[config.mk]
export PLATFORM = sky130hd
export DESIGN_NAME = vga_scanout
export DESIGN_NICKNAME = d
export VERILOG_FILES = /design/src/rtl/vga_pkg.sv /design/src/rtl/vga_timing.sv /design/src/rtl/vga_scanout.sv
export SDC_FILE = /design/constraint.sdc
export NUM_CORES = 1
export LEC_CHECK = 0
export CORE_MARGIN = 2
export CORE_UTILIZATION = 60
export CTS_CLUSTER_DIAMETER = 40
export DETAILED_ROUTE_END_ITERATION = 16
export PLACE_DENSITY_LB_ADDON = 0.15
export SLEW_MARGIN = 20
export SYNTH_ARGS = -nofsm -noshare
export SYNTH_HDL_FRONTEND = slang
export SYNTH_HIERARCHICAL = 1
export SYNTH_SLANG_ARGS = --single-unit
[constraint.sdc]
create_clock -name clk -period 5 [get_ports clk]
set_input_delay 0.5 -clock clk [delete_from_list [all_inputs] [get_ports clk]]
set_output_delay 0.5 -clock clk [all_outputs]
set_load 0.01 [all_outputs]
[src/rtl/vga_pkg.sv]
// vga_pkg: constants shared by the display scanout and the graphics processor.
// Contents:
//   - 640x480@60 timing constants and the derived line/frame totals
//   - sync-window bounds
//   - VRAM geometry: VRAM_W, VRAM_H and address width VRAM_AW
//   - 12-bit colour field positions and a helper that splits a pixel into R/G/B
package vga_pkg;

  localparam int CLK_DIV_DEFAULT = 4;

  localparam int H_VIS  = 640;
  localparam int H_FP   = 16;
  localparam int H_SYNC = 96;
  localparam int H_BP   = 48;
  localparam int V_VIS  = 480;
  localparam int V_FP   = 10;
  localparam int V_SYNC = 2;
  localparam int V_BP   = 33;

  localparam int H_TOTAL = H_VIS + H_FP + H_SYNC + H_BP;  // 800
  localparam int V_TOTAL = V_VIS + V_FP + V_SYNC + V_BP;  // 525

  localparam int H_SYNC_FIRST = H_VIS + H_FP;                // 656
  localparam int H_SYNC_LAST  = H_SYNC_FIRST + H_SYNC - 1;   // 751
  localparam int V_SYNC_FIRST = V_VIS + V_FP;                // 490
  localparam int V_SYNC_LAST  = V_SYNC_FIRST + V_SYNC - 1;   // 491

  localparam int VRAM_W  = 640;
  localparam int VRAM_H  = 480;
  localparam int VRAM_AW = 19;

  localparam int COLOR_W = 12;
  localparam int CH_W    = 4;
  localparam int R_LSB   = 8;
  localparam int G_LSB   = 4;
  localparam int B_LSB   = 0;

  typedef logic [COLOR_W-1:0] pixel_t;

  typedef struct packed {
    logic [CH_W-1:0] r;
    logic [CH_W-1:0] g;
    logic [CH_W-1:0] b;
  } rgb_t;

  function automatic rgb_t unpack_pixel(input pixel_t p);
    rgb_t c;
    c.r = p[R_LSB +: CH_W];
    c.g = p[G_LSB +: CH_W];
    c.b = p[B_LSB +: CH_W];
    return c;
  endfunction

endpackage

[src/rtl/vga_timing.sv]
// vga_timing: pixel-clock divider and raster counters.
// Ports:
//   clk, rst          - system clock, synchronous active-high reset
//   tick              - one clk per pixel slot (divider at CLK_DIV-1)
//   h_cnt, v_cnt      - current raster position, advanced on tick
//   h_last, v_last    - counter is at its final value (wraps on next tick)
//   visible           - current position lies in the active picture
//   hs_win, vs_win    - current position lies inside the sync pulse window
module vga_timing
  import vga_pkg::*;
#(
  parameter int CLK_DIV = vga_pkg::CLK_DIV_DEFAULT,
  parameter int H_VIS   = vga_pkg::H_VIS,
  parameter int H_FP    = vga_pkg::H_FP,
  parameter int H_SYNC  = vga_pkg::H_SYNC,
  parameter int H_BP    = vga_pkg::H_BP,
  parameter int V_VIS   = vga_pkg::V_VIS,
  parameter int V_FP    = vga_pkg::V_FP,
  parameter int V_SYNC  = vga_pkg::V_SYNC,
  parameter int V_BP    = vga_pkg::V_BP,
  localparam int H_TOT  = H_VIS + H_FP + H_SYNC + H_BP,
  localparam int V_TOT  = V_VIS + V_FP + V_SYNC + V_BP,
  localparam int H_CW   = $clog2(H_TOT),
  localparam int V_CW   = $clog2(V_TOT)
) (
  input  logic            clk,
  input  logic            rst,
  output logic            tick,
  output logic [H_CW-1:0] h_cnt,
  output logic [V_CW-1:0] v_cnt,
  output logic            h_last,
  output logic            v_last,
  output logic            visible,
  output logic            hs_win,
  output logic            vs_win
);

  localparam int DIV_W = $clog2(CLK_DIV);
  localparam int HS_LO = H_VIS + H_FP;
  localparam int HS_HI = HS_LO + H_SYNC - 1;
  localparam int VS_LO = V_VIS + V_FP;
  localparam int VS_HI = VS_LO + V_SYNC - 1;

  logic [DIV_W-1:0] div;

  assign tick = (div == DIV_W'(CLK_DIV - 1));

  always_ff @(posedge clk) begin
    if (rst) begin
      div <= '0;
    end else if (tick) begin
      div <= '0;
    end else begin
      div <= div + DIV_W'(1);
    end
  end

  assign h_last = (h_cnt == H_CW'(H_TOT - 1));
  assign v_last = (v_cnt == V_CW'(V_TOT - 1));

  // v_cnt only moves on the tick that wraps h_cnt
  always_ff @(posedge clk) begin
    if (rst) begin
      h_cnt <= '0;
      v_cnt <= '0;
    end else if (tick) begin
      if (h_last) begin
        h_cnt <= '0;
        v_cnt <= v_last ? '0 : v_cnt + V_CW'(1);
      end else begin
        h_cnt <= h_cnt + H_CW'(1);
      end
    end
  end

  assign visible = (h_cnt < H_CW'(H_VIS)) && (v_cnt < V_CW'(V_VIS));
  assign hs_win  = (h_cnt >= H_CW'(HS_LO)) && (h_cnt <= H_CW'(HS_HI));
  assign vs_win  = (v_cnt >= V_CW'(VS_LO)) && (v_cnt <= V_CW'(VS_HI));

endmodule

[src/rtl/vga_scanout.sv]
// vga_scanout: raster reader for the 12-bit VRAM with VGA sync generation.
// Ports:
//   clk, rst            - system clock, synchronous active-high reset
//   vram_addr           - registered VRAM read address, row-major y*H_VIS+x
//   vram_data           - VRAM read data, valid one clk after vram_addr
//   r, g, b             - registered pixel colour, 4 bits each
//   hs, vs              - active-low syncs, aligned with r/g/b
//   vblank              - output line is in vertical blanking
//   frame_start         - one-clk pulse when output pixel (0,0) is presented
// The line stride is H_VIS, which equals VRAM_W in the standard 640x480 mode.
module vga_scanout
  import vga_pkg::*;
#(
  parameter int CLK_DIV = vga_pkg::CLK_DIV_DEFAULT,
  parameter int H_VIS   = vga_pkg::H_VIS,
  parameter int H_FP    = vga_pkg::H_FP,
  parameter int H_SYNC  = vga_pkg::H_SYNC,
  parameter int H_BP    = vga_pkg::H_BP,
  parameter int V_VIS   = vga_pkg::V_VIS,
  parameter int V_FP    = vga_pkg::V_FP,
  parameter int V_SYNC  = vga_pkg::V_SYNC,
  parameter int V_BP    = vga_pkg::V_BP
) (
  input  logic               clk,
  input  logic               rst,
  output logic [VRAM_AW-1:0] vram_addr,
  input  logic [COLOR_W-1:0] vram_data,
  output logic [CH_W-1:0]    r,
  output logic [CH_W-1:0]    g,
  output logic [CH_W-1:0]    b,
  output logic               hs,
  output logic               vs,
  output logic               vblank,
  output logic               frame_start
);

  localparam int H_TOT = H_VIS + H_FP + H_SYNC + H_BP;
  localparam int V_TOT = V_VIS + V_FP + V_SYNC + V_BP;
  localparam int H_CW  = $clog2(H_TOT);
  localparam int V_CW  = $clog2(V_TOT);

  logic            tick;
  logic [H_CW-1:0] h_cnt;
  logic [V_CW-1:0] v_cnt;
  logic            h_last;
  logic            v_last;
  logic            visible;
  logic            hs_win;
  logic            vs_win;

  vga_timing #(
    .CLK_DIV (CLK_DIV),
    .H_VIS   (H_VIS),
    .H_FP    (H_FP),
    .H_SYNC  (H_SYNC),
    .H_BP    (H_BP),
    .V_VIS   (V_VIS),
    .V_FP    (V_FP),
    .V_SYNC  (V_SYNC),
    .V_BP    (V_BP)
  ) u_timing (
    .clk     (clk),
    .rst     (rst),
    .tick    (tick),
    .h_cnt   (h_cnt),
    .v_cnt   (v_cnt),
    .h_last  (h_last),
    .v_last  (v_last),
    .visible (visible),
    .hs_win  (hs_win),
    .vs_win  (vs_win)
  );

  // ---- stage p0: address generation, moves with the counters ----
  logic [VRAM_AW-1:0] line_base_p0;
  logic               line_end_p0;
  logic               last_line_p0;

  assign line_end_p0  = visible && (h_cnt == H_CW'(H_VIS - 1));
  assign last_line_p0 = (v_cnt == V_CW'(V_VIS - 1));

  // Leaving the last visible pixel of a line jumps straight to the start of
  // the next visible line (or 0 after the bottom line), so during blanking
  // the address already points at the next pixel that will be shown.
  always_ff @(posedge clk) begin
    if (rst) begin
      vram_addr    <= '0;
      line_base_p0 <= '0;
    end else if (tick) begin
      if (h_last && v_last) begin
        vram_addr    <= '0;
        line_base_p0 <= '0;
      end else if (line_end_p0) begin
        if (last_line_p0) begin
          vram_addr    <= '0;
          line_base_p0 <= '0;
        end else begin
          vram_addr    <= line_base_p0 + VRAM_AW'(H_VIS);
          line_base_p0 <= line_base_p0 + VRAM_AW'(H_VIS);
        end
      end else if (visible) begin
        vram_addr <= vram_addr + VRAM_AW'(1);
      end
    end
  end

  // ---- stage p1: output registers, capture the slot just finished ----
  // The counters still describe the previous slot on the tick, so their flags
  // line up with the data returned for the address issued in that slot.
  rgb_t rgb_p1;
  logic hs_p1;
  logic vs_p1;
  logic vblank_p1;
  logic fs_p1;

  always_ff @(posedge clk) begin
    if (rst) begin
      rgb_p1    <= '0;
      hs_p1     <= 1'b1;
      vs_p1     <= 1'b1;
      vblank_p1 <= 1'b0;
      fs_p1     <= 1'b0;
    end else begin
      fs_p1 <= tick && (h_cnt == '0) && (v_cnt == '0);
      if (tick) begin
        rgb_p1    <= visible ? unpack_pixel(vram_data) : '0;
        hs_p1     <= ~hs_win;
        vs_p1     <= ~vs_win;
        vblank_p1 <= (v_cnt >= V_CW'(V_VIS));
      end
    end
  end

  assign r           = rgb_p1.r;
  assign g           = rgb_p1.g;
  assign b           = rgb_p1.b;
  assign hs          = hs_p1;
  assign vs          = vs_p1;
  assign vblank      = vblank_p1;
  assign frame_start = fs_p1;

endmodule

==> summary.txt <==
Setup path
  – CP delay by family, top: simple AND/OR/NAND/NOR gates
  – Critical path's slowest cell: nor2b_1
  – R2R Path End: vram_addr[17]
  – Worst r2r path cells: 8
  – Arr. time, crit path: between 3000 and 4000 ps
  – Critical path class: flip-flop to flip-flop
  – Most common cell on crit path: o21ai_0
  – Crit path largest cell delay: between 800 and 900 ps
  – Worst setup startpoint: u_timing/h_cnt[6]
  – R2r setup slk: 2050 ps
  – CP Buf/Inv Count: 1
  – Cells along the critical path: and4bb_4, nand4_1, inv_1, and2_1, o21ai_0, nor2b_1, o21ai_0, o311ai_0
  – Levels on crit path: 8
  – CP Max Fanout: 13
  – Crit. End Element: flip-flop
  – Worst Path Required: about 5200 ps
  – CP endpoint: vram_addr[17]
  – CP Launch Type: flip-flop
  – R2r startpoint: u_timing/h_cnt[6]

Global route
  – GR Util All Layers: 0.278
  – Largest net degree at the start of global routing: 43
  – Overflow left after global routing: 0
  – Vias in the first global route: 3344
  – Initial antenna violation count: 0
  – First-pass GRT wire length: ~16 mm

Logic synthesis
  – Synth Net Count: slightly below 500
  – Distinct cell type count after synthesis: between 60 and 70
  – Synth Cell Area: 3970 µm²
  – Fraction of registers with async set/reset: 0
  – Sequential-to-total area share from yosys stat: 0.383
  – Ys Warns: 6
  – Syn_area_per_cell: 8.45 µm²
  – Post-synth EDFFs: 0
  – Synth Instances: 470
  – Synth Register Bits: 76
  – Post-synth top flop: dfxtp_1

Clocking
  – Htree depth: 3
  – # resized after CTS: 0
  – Clock sinks: 76
  – Post-CTS Setup Repair Bufs: 0
  – Root buffer cell: clkbuf_8
  – Cts-stage hold buffer count: 0
  – Clk_lat worst skew: ~370 ps
  – CTS clock-pin slew for the worst setup and hold paths: ~90 ps
  – CTS tree: built
  – TritonCTS buffer count: 9
  – Clock Path Buffers: 2

Detailed routing
  – Vias/cell: around 6.3
  – WL/cell: 16.3 µm
  – DR iter-0 viols: roughly 220
  – Remaining DRCs: 0
  – First-pass DRT Iterations: 5
  – Routed vias: 3733
  – Final wirelength: about 9.7 mm
  – Antenna Violating Nets Remaining: 0

Final layout
  – Diodes inserted: 0
  – Final net count: 531
  – Commonest non-fill, non-tap cell in the layout: dfxtp_1
  – Layout area overhead: 18.0%
  – Share of layout cells above drive strength 1: 0.0680
  – Commonest cells after routing, fill and taps aside: dfxtp_1, clkdlybuf4s50_1, nand2_1
  – Util after Layout: 0.734
  – Final std cells w/o fill: 592

Outcome
  – Run status: completed

Place
  – I/O Buffers: 48
  – Placed Cells: approximately 580
  – Detailed placement HPWL: between 6 and 7 mm
  – RePlAce Congestion: 0.890
  – Pre-CTS WS: approximately 2200 ps

Timing
  – Slew @ Worst Pin: 986 ps
  – Fmax: approximately 340 MHz
  – Setup WS post-layout: 2050 ps
  – Period minus WS final: between 2000 and 3000 ps
  – Slew HR: 0.341
  – Final hold vios: 0
  – Final Max Tran Viols: 0
  – Tcrit/Tclk final: 0.590
  – Setup violators final: 0
  – Skew final: about 12 ps
  – Setup TNS: 0 ps
  – RSZ-0062 raised after global routing: false

Pwr
  – Pwr dens: 253 nW/µm²
  – Leak pwr: 1.60 nW
  – Worst vdd ir: between 0.2 and 0.25 mV

Hold path
  – HP Class: flip-flop to flip-flop

Floorplanning
  – Row cnt: 29
  – DIE WIDTH: between 80 and 90 µm
  – Ports: 49
  – Core area: around 6400 µm²
  – Initial core utilization: 0.622
  – Die ar.: approximately 7300 µm²
  – Die H: approximately 85 µm

Flow run
  – Max-cap violation count: 0
## cell type report
| cell class | instances | area, µm² |
|---|---|---|
| inverters | 12 | 45.0 |
| clock inverters | 6 | 71.3 |
| clock buffers | 10 | 138 |
| repair buffers | 51 | 503 |
| well taps | 77 | 96.3 |
| flip-flops and latches | 76 | 1520 |
| fillers | 486 | 1700 |
| multi-input cells | 360 | 2310 |
## cells in the mapped netlist (2+ instances only)
library cell	n	area share
xnor2_1	18	0.040
and4_1	2	0.0044
nand4b_1	3	0.0066
a31oi_1	4	0.0063
inv_1	12	0.011
nand2_1	40	0.038
nor4_1	8	0.013
a21oi_1	35	0.044
nor2_1	32	0.030
nand3b_1	5	0.0095
nor4_2	2	0.0063
nand2b_1	6	0.0095
nand3_1	24	0.030
o21a_1	3	0.0057
nand4_1	14	0.022
dfxtp_1	76	0.38
nor4_4	2	0.011
o21ai_0	28	0.035
o31ai_1	3	0.0057
o22ai_1	5	0.0079
o32a_1	3	0.0076
a22oi_1	4	0.0076
a311oi_1	3	0.0066
or4_1	3	0.0057
a22o_1	10	0.022
nor3_1	15	0.019
clkbuf_1	17	0.016
a211oi_1	5	0.0095
a21o_1	3	0.0057
xor2_1	8	0.018
buf_2	3	0.0038
or3_1	7	0.011
and3_1	5	0.0079
and2_1	10	0.016
ha_1	7	0.022
or3_2	2	0.0038
nor2b_1	15	0.024
## worst reg2reg max path, cell delays in order (launching register included)
cell	delay (ps)
dfxtp_1	500
and4bb_4	310
nand4_1	180
inv_1	70
and2_1	170
o21ai_0	380
nor2b_1	850
o21ai_0	220
o311ai_0	160
## worst min path at each step
stage / from / end / slack, ps / depth (start not counted)
2_1_floorplan: u_timing/div[0] / u_timing/div[0] / 400 / 1
3_3_place_gp: u_timing/div[0] / u_timing/div[0] / 410 / 1
3_5_place_dp: u_timing/div[0] / u_timing/div[0] / 420 / 1
4_1_cts: u_timing/div[0] / u_timing/div[0] / 430 / 1
5_1_grt: u_timing/div[0] / u_timing/div[0] / 460 / 1
6_report: u_timing/div[0] / u_timing/div[0] / 430 / 1
## cells by family (layout without fill, tap and decap cells)
| group | Yosys count | count (layout) | share of synthesized area |
|---|---|---|---|
| muxes | 1 | 1 | 0.00252 |
| DFF | 76 | 76 | 0.383 |
| buffers and inverters | 34 | 79 | 0.0350 |
| AOI/OAI and AO/OA | 118 | 118 | 0.192 |
| xor gates and xnor gates | 26 | 26 | 0.0574 |
| and+or+nand+nor | 208 | 208 | 0.308 |
| adders and majority gates | 7 | 7 | 0.0221 |
## routing by layer
| layer | wire (µm) | global-route usage | up-vias | share of wire |
|---|---|---|---|---|
| met4 | 225 | 0.120 | 0 | 0.023 |
| li1 | - | - | 1804 | - |
| met2 | 4760 | 0.446 | 134 | 0.49 |
| met5 | 0 | 0 | - | 0 |
| met3 | 491 | 0.0399 | 23 | 0.051 |
| met1 | 4200 | 0.372 | 1772 | 0.43 |
## power breakdown
part	total (W)	leakage (nW)	switching, W	internal, W
logic	0.0000738	0.892	0.0000388	0.0000349
clock network	0.000490	0.0991	0.000243	0.000247
registers	0.000620	0.613	0.00000637	0.000613
total	0.00118	1.60	0.000288	0.000896
## flip-flops by register name (all words and copies together), names as in the netlist
name,flops
b,4
frame_start,1
g,4
hs,1
line_base_p0,19
r,4
u_timing/div,2
u_timing/h_cnt,10
u_timing/v_cnt,10
vblank,1
vram_addr,19
vs,1
## through the flow
stage	area (µm²)	total power [W]	hold WS, ps
2_1_floorplan	3970	0.000674	404
3_3_place_gp	4480	0.000706	413
3_5_place_dp	4480	0.000707	421
4_1_cts	4680	0.00119	434
5_1_grt	4680	0.00123	463
6_report	4680	0.00118	429
(Power assumes the default switching activity.)
